--- config.mk ---
export PLATFORM = sky130hd
export DESIGN_NAME = fpnew_opgroup_req_arbiter
export DESIGN_NICKNAME = d
export VERILOG_FILES = /design/src/rtl/fpnew_arb_pkg.sv /design/src/rtl/fpnew_arb_outstanding_cnt.sv /design/src/rtl/fpnew_opgroup_req_arbiter.sv
export SDC_FILE = /design/constraint.sdc
export NUM_CORES = 1
export LEC_CHECK = 0
export BUFFER_PORTS_ARGS = -buffer_cell sky130_fd_sc_hd__buf_4
export CAP_MARGIN = 20
export CELL_PAD_IN_SITES_DETAIL_PLACEMENT = 1
export CELL_PAD_IN_SITES_GLOBAL_PLACEMENT = 1
export CORE_AREA = 5 5 307 309
export DETAILED_ROUTE_END_ITERATION = 8
export DIE_AREA = 0 0 312 314
export GPL_TIMING_DRIVEN = 1
export HOLD_SLACK_MARGIN = 0.02
export MAX_ROUTING_LAYER = met4
export PLACE_DENSITY = 0.5
export SYNTH_ARGS = -nofsm -noshare
export SYNTH_HDL_FRONTEND = slang
export SYNTH_SLANG_ARGS = --single-unit
--- constraint.sdc ---
create_clock -name clk_i -period 6.6 [get_ports clk_i]
set_input_delay 0.66 -clock clk_i [delete_from_list [all_inputs] [get_ports clk_i]]
set_output_delay 0.66 -clock clk_i [all_outputs]
set_load 0.01 [all_outputs]
--- src/rtl/fpnew_arb_pkg.sv ---
// Shared helpers for the opgroup request arbiter: id field width and round-robin pointer advance.
// Latency: n/a (constants and pure functions only).
// Backpressure: n/a.
package fpnew_arb_pkg;

  localparam int PERF_CNT_W = 32;

  // A single requester still carries a 1-bit id so the tag layout never collapses to zero width.
  function automatic int id_width(input int num_req);
    return (num_req > 1) ? $clog2(num_req) : 1;
  endfunction

  // Pointer moves to the requester just after the one granted, wrapping at num_req.
  function automatic int rr_next(input int idx, input int num_req);
    return (idx + 1 >= num_req) ? 0 : idx + 1;
  endfunction

endpackage

--- src/rtl/fpnew_arb_outstanding_cnt.sv ---
// Per-requester in-flight operation counter with limit flag.
// Latency: count updates 1 cycle after the inc/dec/clr event; flags come from registered state.
// Backpressure: at_limit_o blocks further grants to this requester until a response retires.
module fpnew_arb_outstanding_cnt #(
  parameter int MaxOutstanding = 4,
  parameter int CntW           = $clog2(MaxOutstanding + 1)
) (
  input  logic clk_i,
  input  logic rst_i,
  input  logic clr_i,
  input  logic inc_i,
  input  logic dec_i,
  output logic at_limit_o,
  output logic nz_o
);

  logic [CntW-1:0] cnt_q, cnt_d;

  // Next count: clear wins, a simultaneous issue and retire cancel out.
  always_comb begin
    cnt_d = cnt_q;
    if (clr_i) begin
      cnt_d = '0;
    end else if (inc_i && !dec_i) begin
      cnt_d = cnt_q + CntW'(1);
    end else if (dec_i && !inc_i) begin
      cnt_d = cnt_q - CntW'(1);
    end
  end

  // Count register.
  always_ff @(posedge clk_i) begin
    if (rst_i) begin
      cnt_q <= '0;
    end else begin
      cnt_q <= cnt_d;
    end
  end

  // A response for a requester with nothing outstanding means a corrupted tag downstream.
  always_ff @(posedge clk_i) begin
    if (!rst_i && !clr_i && dec_i && !inc_i) begin
      assert (cnt_q != '0);
    end
  end

  assign at_limit_o = (cnt_q == CntW'(MaxOutstanding));
  assign nz_o       = |cnt_q;

endmodule

--- src/rtl/fpnew_opgroup_req_arbiter.sv ---
// Round-robin sharing of one FPU opgroup block among NumReq requesters; id carried in the downstream tag.
// Latency: 1 cycle request->issue (registered), 0 cycles response->requester (combinational demux).
// Backpressure: issue register holds while fpu_ready_i=0; per-requester outstanding limit; response
//   ready follows the addressed requester. Optional perf counters under FPNEW_ARB_PERF_CNT_EN.
module fpnew_opgroup_req_arbiter import fpnew_arb_pkg::*; #(
  parameter int NumReq         = 4,
  parameter int ReqWidth       = 128,
  parameter int RspWidth       = 38,
  parameter int TagWidth       = 8,
  parameter int MaxOutstanding = 4,
  localparam int IdW           = id_width(NumReq)
) (
  input  logic                         clk_i,
  input  logic                         rst_i,
  input  logic                         flush_i,
  input  logic [NumReq-1:0]            req_valid_i,
  output logic [NumReq-1:0]            req_ready_o,
  input  logic [NumReq*ReqWidth-1:0]   req_data_i,
  input  logic [NumReq*TagWidth-1:0]   req_tag_i,
  output logic                         fpu_valid_o,
  input  logic                         fpu_ready_i,
  output logic [ReqWidth-1:0]          fpu_data_o,
  output logic [IdW+TagWidth-1:0]      fpu_tag_o,
  output logic                         fpu_flush_o,
  input  logic                         fpu_rsp_valid_i,
  output logic                         fpu_rsp_ready_o,
  input  logic [RspWidth-1:0]          fpu_rsp_data_i,
  input  logic [IdW+TagWidth-1:0]      fpu_rsp_tag_i,
  output logic [NumReq-1:0]            rsp_valid_o,
  input  logic [NumReq-1:0]            rsp_ready_i,
  output logic [RspWidth-1:0]          rsp_data_o,
  output logic [TagWidth-1:0]          rsp_tag_o,
  output logic                         busy_o
`ifdef FPNEW_ARB_PERF_CNT_EN
  ,
  output logic [NumReq*PERF_CNT_W-1:0] perf_grant_cnt_o,
  output logic [NumReq*PERF_CNT_W-1:0] perf_stall_cnt_o
`endif
);

  logic [NumReq-1:0]       elig, at_limit, cnt_nz, req_hs, rsp_hs;
  logic [IdW-1:0]          rr_q, rr_d, grant_idx, rsp_id;
  logic                    grant_vld, can_issue, issue_hs, rsp_id_ok;
  logic                    fpu_valid_q, fpu_valid_d;
  logic [ReqWidth-1:0]     fpu_data_q, fpu_data_d;
  logic [IdW+TagWidth-1:0] fpu_tag_q, fpu_tag_d;

  assign elig = req_valid_i & ~at_limit;

  // First eligible requester at or after the rr pointer, wrapping around.
  always_comb begin
    int             idx;
    logic [IdW-1:0] cand;
    grant_vld = 1'b0;
    grant_idx = '0;
    idx       = 0;
    cand      = '0;
    for (int k = 0; k < NumReq; k++) begin
      idx  = (int'(rr_q) + k) % NumReq;
      cand = IdW'(idx);
      if (!grant_vld && elig[cand]) begin
        grant_vld = 1'b1;
        grant_idx = cand;
      end
    end
  end

  // Register can take a new op when empty or draining; nothing is accepted while flushing.
  assign can_issue = (~fpu_valid_q | fpu_ready_i) & ~flush_i;
  assign issue_hs  = can_issue & grant_vld;

  // Ready goes only to the granted requester.
  always_comb begin
    req_ready_o = '0;
    if (issue_hs) begin
      req_ready_o[grant_idx] = 1'b1;
    end
  end

  assign req_hs = req_valid_i & req_ready_o;

  // Issue register and rr pointer next state: flush empties, accept loads, handshake drains.
  always_comb begin
    fpu_valid_d = fpu_valid_q;
    fpu_data_d  = fpu_data_q;
    fpu_tag_d   = fpu_tag_q;
    rr_d        = rr_q;
    if (flush_i) begin
      fpu_valid_d = 1'b0;
    end else if (issue_hs) begin
      fpu_valid_d = 1'b1;
      fpu_data_d  = req_data_i[int'(grant_idx)*ReqWidth +: ReqWidth];
      fpu_tag_d   = {grant_idx, req_tag_i[int'(grant_idx)*TagWidth +: TagWidth]};
      rr_d        = IdW'(rr_next(int'(grant_idx), NumReq));
    end else if (fpu_ready_i) begin
      fpu_valid_d = 1'b0;
    end
  end

  // Issue register and rr pointer state.
  always_ff @(posedge clk_i) begin
    if (rst_i) begin
      fpu_valid_q <= 1'b0;
      fpu_data_q  <= '0;
      fpu_tag_q   <= '0;
      rr_q        <= '0;
    end else begin
      fpu_valid_q <= fpu_valid_d;
      fpu_data_q  <= fpu_data_d;
      fpu_tag_q   <= fpu_tag_d;
      rr_q        <= rr_d;
    end
  end

  assign fpu_valid_o = fpu_valid_q;
  assign fpu_data_o  = fpu_data_q;
  assign fpu_tag_o   = fpu_tag_q;
  assign fpu_flush_o = flush_i;

  // Response demux: ids with no requester behind them, and anything during flush, are swallowed.
  assign rsp_id    = fpu_rsp_tag_i[TagWidth +: IdW];
  assign rsp_id_ok = ({1'b0, rsp_id} < (IdW+1)'(NumReq));

  always_comb begin
    rsp_valid_o     = '0;
    fpu_rsp_ready_o = 1'b1;
    if (!flush_i && rsp_id_ok) begin
      rsp_valid_o[rsp_id] = fpu_rsp_valid_i;
      fpu_rsp_ready_o     = rsp_ready_i[rsp_id];
    end
  end

  assign rsp_data_o = fpu_rsp_data_i;
  assign rsp_tag_o  = fpu_rsp_tag_i[TagWidth-1:0];
  assign rsp_hs     = rsp_valid_o & rsp_ready_i;

  for (genvar g = 0; g < NumReq; g++) begin : g_cnt
    fpnew_arb_outstanding_cnt #(
      .MaxOutstanding (MaxOutstanding)
    ) u_cnt (
      .clk_i      (clk_i),
      .rst_i      (rst_i),
      .clr_i      (flush_i),
      .inc_i      (req_hs[g]),
      .dec_i      (rsp_hs[g]),
      .at_limit_o (at_limit[g]),
      .nz_o       (cnt_nz[g])
    );
  end

  assign busy_o = fpu_valid_q | (|cnt_nz);

`ifdef FPNEW_ARB_PERF_CNT_EN
  localparam logic [PERF_CNT_W-1:0] PerfMax = '1;

  logic [NumReq*PERF_CNT_W-1:0] perf_grant_q, perf_stall_q;

  // Saturating accept/stall counters; only reset clears them, flush leaves them alone.
  always_ff @(posedge clk_i) begin
    if (rst_i) begin
      perf_grant_q <= '0;
      perf_stall_q <= '0;
    end else begin
      for (int i = 0; i < NumReq; i++) begin
        if (req_hs[i] && perf_grant_q[i*PERF_CNT_W +: PERF_CNT_W] != PerfMax) begin
          perf_grant_q[i*PERF_CNT_W +: PERF_CNT_W] <= perf_grant_q[i*PERF_CNT_W +: PERF_CNT_W] + 1'b1;
        end
        if (req_valid_i[i] && !req_ready_o[i] &&
            perf_stall_q[i*PERF_CNT_W +: PERF_CNT_W] != PerfMax) begin
          perf_stall_q[i*PERF_CNT_W +: PERF_CNT_W] <= perf_stall_q[i*PERF_CNT_W +: PERF_CNT_W] + 1'b1;
        end
      end
    end
  end

  assign perf_grant_cnt_o = perf_grant_q;
  assign perf_stall_cnt_o = perf_stall_q;
`endif

endmodule

==> impl_metrics.ini, run 1 <==
[hold_path]
min_from = req_data_i[382]
hp-class = in2reg

[synthesis]
synthTopCellsByArea = dfxtp_1, mux2i_1, nand3b_1, o221ai_1, o221ai_2
yosys_most_used_dff = dfxtp_1
synth_top_area_frac = 0.3099
seq_area_frac_synth = 0.3099
syn-instance-count = 944
yosys.area.top_type = dfxtp_1
synth_edf_count = 0
netlist_area_mm2 = 0.009883
synth-seq-cells = 153
synth_warnings = 0
synth-async-reset-ratio = 0
avgSynthCellArea_um2 = 10.47
synth_cell_types = 44
syn_nets = 1558

[placement]
placedCellCount = 2708
gp_congestion = 0.8795
place_area_mm2 = 0.01604
port_buffers = 708
hpwlAfterDp_um = 42870

[grt]
antenna_found_initial = 1
grt_overflow_total = 0
grt_pass1_vias = 11559
grt_max_degree = 121
grt_usage = 0.1065
grt_pass1_wl_um = 75870

[pwr]
power.internal_mw = 2.374
vdd_drop_max_mv = 0.2018
p_sw_frac = 0.3372
p_leak_nw = 7.364
switching_power_mw = 1.208
power_frac_comb = 0.376
power_per_cell_area_mw_per_mm2 = 214.9
clkPwrFrac = 0.310
seq_power_share = 0.314

[timing]
drv_slew = 0
rsz0062_at_grt = no
maxSlewHeadroom = 0.2139
clock_skew_ns = 0.008836
worst_slew_pin_slew_ns = 1.179
period_needed_ns = 4.302
max_freq_ghz = 0.2325
fin_hold_ws_ns = 0.4570
finalSetupViolations = 0
final_min_period_over_clock_period = 0.6518
setup_tns_ns = 0
hold_violations = 0

[cells_and_area]
multi_input_area_mm2 = 0.006005
fill_cells = 10677
post_route_cells_drive_above_1_share = 0.5167
finalNetCount = 2155
final_cell_area_mm2 = 0.01667
syn_to_final_growth_pct = 68.64
regArea_mm2 = 0.003063
n_antenna_cell = 0
finalNonFillerCells = 2740

[routing]
first_pass_iters = 5
avgViaCountPerCell = 3.750
drt_iter0_drc = 400
finalWirelength_um = 53490
drc = 0
vias = 10276
postRouteAntennaNets = 0
post_drt_wl_per_cell_um = 19.52

[cts]
clock_latency_ns = 0.50
cts_hold_buf = 0
postCtsSetupBuffers = 0
cts.sinks = 153
cts_buffers = 17
htreeDepth = 4
clk_pin_slew_worst_paths_ns = 0.07
cts_tree = yes
clockBufferDepth = 2
cts_resized = 0
cts-root-buf = clkbuf_16

[die]
die_x_um = 312
ios = 801
die_h_um = 314
start_util = 0.1085
rows = 111
die_area_mm2 = 0.09797
core_area_mm2 = 0.09111

[setup_path]
worstPathMaxFanout = 120
cp-start-kind = register
required_ns = 5.94
critPathKind = reg2out
r2r-start = g_cnt[2].u_cnt.cnt_q[0]
end_kind = primary output
critPathLaunch = g_cnt[2].u_cnt.cnt_q[0]
cp.arrival_ns = 3.64

[outcome]
status = finished clean

[job]
drv_cap = 0
## routing by layer
metal | part of all wire | track usage | up-vias
met3 | 0.061 | 0.03061 | 73
met2 | 0.53 | 0.1927 | 436
li1 | - | - | 4813
met5 | 0 | - | -
met4 | 0.022 | 0.03542 | 0
met1 | 0.38 | 0.1119 | 4954
## cells by family after synthesis
family / share of synthesized area
flip-flops: 0.3099
AO/OA/AOI/OAI: 0.1612
XOR/XNOR: 0.007090
adder cells (fa/ha/maj): 0.01443
multiplexers: 0.2848
AND/OR/NAND/NOR: 0.1366
buffers and inverters: 0.08596
## cells in the mapped netlist, types with 3 or more instances
master	count
o221ai_2	41
inv_1	8
dfxtp_1	153
nand2_1	7
fa_1	4
o21ai_0	4
nand2b_1	4
xor2_1	8
buf_2	34
nand3b_1	137
or3_1	5
nor3b_1	6
buf_6	10
mux2i_1	279
clkbuf_1	44
a21oi_1	4
nor2_1	15
o221ai_1	95
nor3_1	3
buf_4	47
buf_1	5
ha_1	5
## power by group through the flow
stage / logic [mW] / registers [mW] / clock network (mW)
finish: 1.35 / 1.12 / 1.11
global route: 1.45 / 1.14 / 1.20
CTS: 1.37 / 1.12 / 1.17
detailed placement: 1.37 / 1.14 / 0
global placement: 1.35 / 1.14 / 0
floorplan: 0.682 / 1.17 / 0
## worst paths after layout
| check | endpoint | slack, ns | depth (start not counted) |
|---|---|---|---|
| max reg2reg | g_cnt[0].u_cnt.cnt_q[2] | 2.99 | 11 |
| min reg2reg | fpu_tag_o[8] | 0.50 | 2 |
| max | req_ready_o[1] | 2.30 | 7 |
| min | fpu_data_o[126] | 0.46 | 3 |
## cell usage in the layout (no fill, tap or decap), drive strengths merged, types with 3 or more instances in the layout
cell / synthesis / layout
buf: 96 / 718
mux2i: 279 / 279
dfxtp: 153 / 153
nand3b: 137 / 137
o221ai: 136 / 136
clkbuf: 44 / 17
nor2: 15 / 15
inv: 8 / 10
xor2: 8 / 8
nor3b: 8 / 8
clkinv: 0 / 8
nand2: 7 / 7
ha: 5 / 5
or3: 5 / 5
nand2b: 4 / 4
o21ai: 4 / 4
a21oi: 4 / 4
fa: 4 / 4
bufinv: 0 / 4
nor3: 3 / 3
or3b: 3 / 3
## stage by stage
step / worst slack [ns] / utilization / power [mW]
4_1_cts: 2.155 / 0.1829 / 3.671
3_5_place_dp: 2.763 / 0.1761 / 2.518
6_report: 2.298 / 0.1829 / 3.582
3_3_place_gp: 2.862 / 0.1758 / 2.492
2_1_floorplan: 2.998 / - / 1.855
5_1_grt: 2.032 / 0.1829 / 3.785
## worst max-delay path: stages, from the launching register on
cell and delay [ns]:
dfxtp_1 0.36, nor3b_1 0.45, o311ai_0 0.29, a221oi_4 0.31, buf_4 0.45, buf_12 0.43, nor3b_1 0.35, buf_4 0.18
## sequential cells by signal, summed over array words and instances (netlist names)
register           count
fpu_data_o           128
g_cnt.u_cnt.cnt_q     12
fpu_tag_o             10
rr_q                   2
fpu_valid_o            1
## area by class of cell
cell class / count / area share
timing repair buffer: 718 / 0.3276
sequential: 153 / 0.1838
multi-input combinational: 643 / 0.3603
inverter: 8 / 0.001802
clock buffer: 17 / 0.02552
tap: 1186 / 0.08903
clock inverter: 15 / 0.01201
No activity file was read; power rests on OpenSTA's default activity.
==> run 2, diff against run 1 <==
Settings changed: CORE_AREA 5 5 307 309 to 5 5 308 310, DIE_AREA 0 0 312 314 to 0 0 313 315.
Clock period 6.6 ns to 4.19 ns, I/O delays scaled along.
==> run 2 against run 1 <==
Effect of this change:
- sequential cell count unchanged
- worst hold slack worse by 0.22 ns
- clock skew up 0.0038 ns
- via count up 0.55%
- non-clock buffer count up 10
- combinational power up 56%
- setup slack worse by 1.8 ns
- critical endpoint is now fpu_data_o[65]
==> impl_metrics.ini, run 2 (same netlist as run 1, synthesis figures left out) <==
[routing]
highest_layer = met4
first_pass_iters = 4
vias = 10333
drt-met1-wl_um = 19160
finalWirelength_um = 51880
drt_iter0_drc = 350
dr_wl_met2_um = 27710
drc = 0
postRouteAntennaNets = 0
post_drt_wl_per_cell_um = 18.87
wl_met3_um = 3599
avgViaCountPerCell = 3.757

[timing]
finalSetupViolations = 0
drv_slew = 0
rsz0062_at_grt = no
maxSlewHeadroom = 0.2437
final_min_period_over_clock_period = 0.8826
max_freq_ghz = 0.2704
worst_slew_pin_slew_ns = 1.134
period_needed_ns = 3.698
hold_violations = 0
setup_tns_ns = 0
clock_skew_ns = 0.01266

[cts]
cts_tree = yes
cts_hold_buf = 0
clockBufferDepth = 2
clk_pin_slew_worst_paths_ns = 0.07
clock_latency_ns = 0.49
cts_buffers = 17
cts.sinks = 153
htreeDepth = 4
cts-root-buf = clkbuf_16
postCtsSetupBuffers = 0
cts_resized = 0

[hold_path]
hp-class = in2reg
whs_path_depth = 3
min_from = req_data_i[314]
holdPathEnd = fpu_data_o[58]

[setup_path]
worst_r2r_path_depth = 7
end_kind = register
r2r_setup_slack_ns = 0.49
required_ns = 4.52
rr_endpoint = fpu_data_o[65]
r2r-start = g_cnt[2].u_cnt.cnt_q[2]
critPathKind = reg2reg
cp-start-kind = register
cp.arrival_ns = 4.03
worstPathMaxFanout = 114

[die]
die_area_mm2 = 0.09860
die_h_um = 315
die_x_um = 313
core_area_mm2 = 0.09139
start_util = 0.1081
rows = 111
ios = 801

[cells_and_area]
finalNetCount = 2165
mostFrequentLayoutCells = buf_4, mux2i_1, dfxtp_1
syn_to_final_growth_pct = 69.11
post_route_cells_drive_above_1_share = 0.5192
n_antenna_cell = 0
layout_commonest_cell = buf_4
largest_reg_flops = 128
final_cell_area_mm2 = 0.01671

[placement]
gp_congestion = 0.9035
hpwlAfterDp_um = 41860
port_buffers = 708
place_area_mm2 = 0.01615

[grt]
antenna_found_initial = 1
grt_overflow_total = 0
grt_pass1_wl_um = 73840
grt_max_degree = 115
grt_usage = 0.1018
grt_pass1_vias = 11627

[job]
drv_cap = 0

[pwr]
vdd_drop_max_mv = 0.3011
p_leak_nw = 7.390
power_per_cell_area_mw_per_mm2 = 327.5

[outcome]
status = finished clean
## run 2: metal layers
layer  global-route usage  vias to the layer above
li1                     -                     4852
met1               0.1021                     4956
met2               0.1849                      455
met3              0.03181                       70
met4              0.04002                        0
met5                    -                        -
## run 2: how the worst max path moves through the flow
stage | slack, ns | end | start
after global placement | 0.76 | g_cnt[3].u_cnt.cnt_q[2] | g_cnt[2].u_cnt.cnt_q[0]
final | 0.49 | fpu_data_o[65] | g_cnt[2].u_cnt.cnt_q[2]
after detailed placement | 0.66 | g_cnt[3].u_cnt.cnt_q[2] | g_cnt[2].u_cnt.cnt_q[2]
after CTS | 0.62 | req_ready_o[1] | g_cnt[2].u_cnt.cnt_q[0]
after global routing | 0.33 | g_cnt[3].u_cnt.cnt_q[2] | g_cnt[2].u_cnt.cnt_q[2]
after floorplan | 0.70 | g_cnt[3].u_cnt.cnt_q[2] | g_cnt[2].u_cnt.cnt_q[0]
## run 2: final cells by class
cell class | count | area, um^2
fillers | 10699 | 74670
clock inverters | 11 | 96.34
multi-input cells | 643 | 6005
flip-flops and latches | 153 | 3063
clock buffers | 21 | 470.5
inverters | 8 | 30.03
repair buffers | 728 | 5565
well taps | 1186 | 1484
## run 2: through the flow
step	instances	power, mW	util	worst slack, ns	hold WS [ns]
after floorplan	944	2.922	-	0.7005	0.4639
after detailed placement	2718	3.944	0.1767	0.6600	0.4905
after global placement	2718	3.912	0.1767	0.7620	0.4805
final	2750	5.474	0.1829	0.4919	0.2392
after CTS	2750	5.641	0.1829	0.6161	0.1597
after global routing	2750	5.801	0.1829	0.3345	0.1963
## run 2: worst max-delay path, stage by stage, from the launching register on
cell      delay, ns
dfxtp_1        0.37
nor3b_1        0.46
o311ai_0       0.30
a221oi_4       0.48
buf_12         0.33
buf_12         0.43
mux2i_1        0.50
o221ai_1       0.17
## run 2: power by group
group / switching [mW] / internal (mW) / total (mW)
clock: 0.735 / 0.861 / 1.60
combinational: 0.995 / 1.12 / 2.11
sequential: 0.123 / 1.64 / 1.76
==> run 3, diff against run 2 <==
Settings changed: MAX_ROUTING_LAYER met4 to not set, SETUP_SLACK_MARGIN set to 0.5.
==> run 3 against run 2 <==
Effect of this change:
- global-route usage decreased by 0.29 points
- count of clock-buffer cells in the layout did not move
- via count down 0.22%
- utilization about the same
- clock power is essentially flat
- critical path depth unchanged
- register-to-register slack better by 0.20 ns
- cell count unchanged
==> impl_metrics.ini, run 3 (same netlist as run 1, synthesis figures left out) <==
[hold_path]
whs_path_depth = 3
min_from = req_data_i[382]
hp-class = in2reg
holdPathEnd = fpu_data_o[126]

[setup_path]
r2r-start = g_cnt[2].u_cnt.cnt_q[0]
cp_slowest_cell = mux2i_1
crit_family = compound AO/OA/AOI/OAI gates
crit_path_cell_trace = nor3b_2 > o311ai_0 > a221oi_4 > buf_12 > buf_12 > mux2i_1 > o221ai_1
cp-start-kind = register
crit_buf_inv = 2
critPathKind = reg2reg
worstPathMaxFanout = 114
end_kind = register
critPathMaxStageDelay_ns = 0.49
rr_endpoint = fpu_data_o[65]
worst_r2r_path_depth = 7
r2r_setup_slack_ns = 0.70
required_ns = 4.52
cp.arrival_ns = 3.82
cp_common_cell = buf_12

[die]
die_h_um = 315
start_util = 0.1081
rows = 111
core_area_mm2 = 0.09139
die_x_um = 313
ios = 801
die_area_mm2 = 0.09860

[pwr]
power_per_cell_area_mw_per_mm2 = 327.6
vdd_drop_max_mv = 0.3013
p_leak_nw = 7.394

[grt]
grt_usage = 0.09890
antenna_found_initial = 1
grt_pass1_vias = 11593
grt_pass1_wl_um = 74120
grt_max_degree = 115
grt_overflow_total = 0

[cells_and_area]
n_antenna_cell = 0
layout_commonest_cell = buf_4
post_route_cells_drive_above_1_share = 0.5198
finalNetCount = 2165
largest_reg_flops = 128
syn_to_final_growth_pct = 69.16
mostFrequentLayoutCells = buf_4, mux2i_1, dfxtp_1

[timing]
final_min_period_over_clock_period = 0.8341
drv_slew = 0
setup_tns_ns = 0
max_freq_ghz = 0.2861
clock_skew_ns = 0.01266
fin_hold_ws_ns = 0.2376
finalSetupViolations = 0
rsz0062_at_grt = no
maxSlewHeadroom = 0.2534
hold_violations = 0
period_needed_ns = 3.495
worst_slew_pin_slew_ns = 1.120

[placement]
port_buffers = 708
gp_congestion = 0.8886
hpwlAfterDp_um = 41860

[routing]
avgViaCountPerCell = 3.749
post_drt_wl_per_cell_um = 18.88
drc = 0
finalWirelength_um = 51930
drt_iter0_drc = 369
vias = 10310
first_pass_iters = 6
postRouteAntennaNets = 0

[cts]
clk_pin_slew_worst_paths_ns = 0.07
cts_tree = yes
cts.sinks = 153
cts_buffers = 17
htreeDepth = 4
clock_latency_ns = 0.49
cts-root-buf = clkbuf_16
clockBufferDepth = 2

[outcome]
status = finished clean

[job]
drv_cap = 0
==> run 3: cell types whose count changed in the layout (fill, tap and decap cells not counted) <==
| cell | change |
|---|---|
| nor3b_1 | -1 |
| nor3b_2 | +1 |
==> run 3: worst reg2reg max path, cell delays in order (launching register included) <==
cell and delay (ns):
dfxtp_1 0.36, nor3b_2 0.32, o311ai_0 0.26, a221oi_4 0.47, buf_12 0.33, buf_12 0.52, mux2i_1 0.92, o221ai_1 0.17
==> run 3: stage by stage <==
| stage | power (mW) | area [um^2] | cells | setup WS (ns) | utilization |
|---|---|---|---|---|---|
| 2_1_floorplan | 2.922 | 9883 | 944 | 0.7005 | - |
| 3_3_place_gp | 3.912 | 16150 | 2718 | 0.7620 | 0.1767 |
| 3_5_place_dp | 3.944 | 16150 | 2718 | 0.6600 | 0.1767 |
| 4_1_cts | 5.641 | 16710 | 2750 | 0.6161 | 0.1829 |
| 5_1_grt | 5.797 | 16720 | 2750 | 0.5267 | 0.1829 |
| 6_report | 5.476 | 16720 | 2750 | 0.6953 | 0.1829 |
==> run 3: area by class of cell <==
type	instances	area (um^2)
flip-flops and latches	153	3063
repair buffers	728	5565
fillers	10699	74670
clock inverters	11	96.34
multi-input cells	643	6010
well taps	1186	1484
inverters	8	30.03
clock buffers	21	470.5
==> run 3: timing repair <==
item | in CTS | in global routing
setup endpoints to repair | 0 | 5
gates resized for setup | 0 | 1
setup buffers | 0 | 0
hold buffers | 0 | 0
endpoints found under the hold margin | 0 | 0
==> run 3: worst max-delay path by stage <==
| stage | slack, ns | endpoint | depth (start not counted) | startpoint |
|---|---|---|---|---|
| 3_3_place_gp | 0.76 | g_cnt[3].u_cnt.cnt_q[2] | 13 | g_cnt[2].u_cnt.cnt_q[0] |
| 4_1_cts | 0.62 | req_ready_o[1] | 6 | g_cnt[2].u_cnt.cnt_q[0] |
| 2_1_floorplan | 0.70 | g_cnt[3].u_cnt.cnt_q[2] | 15 | g_cnt[2].u_cnt.cnt_q[0] |
| 3_5_place_dp | 0.66 | g_cnt[3].u_cnt.cnt_q[2] | 13 | g_cnt[2].u_cnt.cnt_q[2] |
| 5_1_grt | 0.53 | g_cnt[3].u_cnt.cnt_q[2] | 13 | g_cnt[0].u_cnt.cnt_q[0] |
| 6_report | 0.70 | fpu_data_o[65] | 7 | g_cnt[2].u_cnt.cnt_q[0] |
==> run 3: power by group <==
group          internal [mW]  switching (mW)
combinational           1.12           0.997
clock                  0.861           0.736
sequential              1.64           0.124
total                   3.62            1.86
==> run 3: per-layer routing <==
metal,wire length (um),track usage
met1,18990,0.1013
met2,27720,0.1853
met3,3777,0.03280
met4,1435,0.03972
met5,0,0
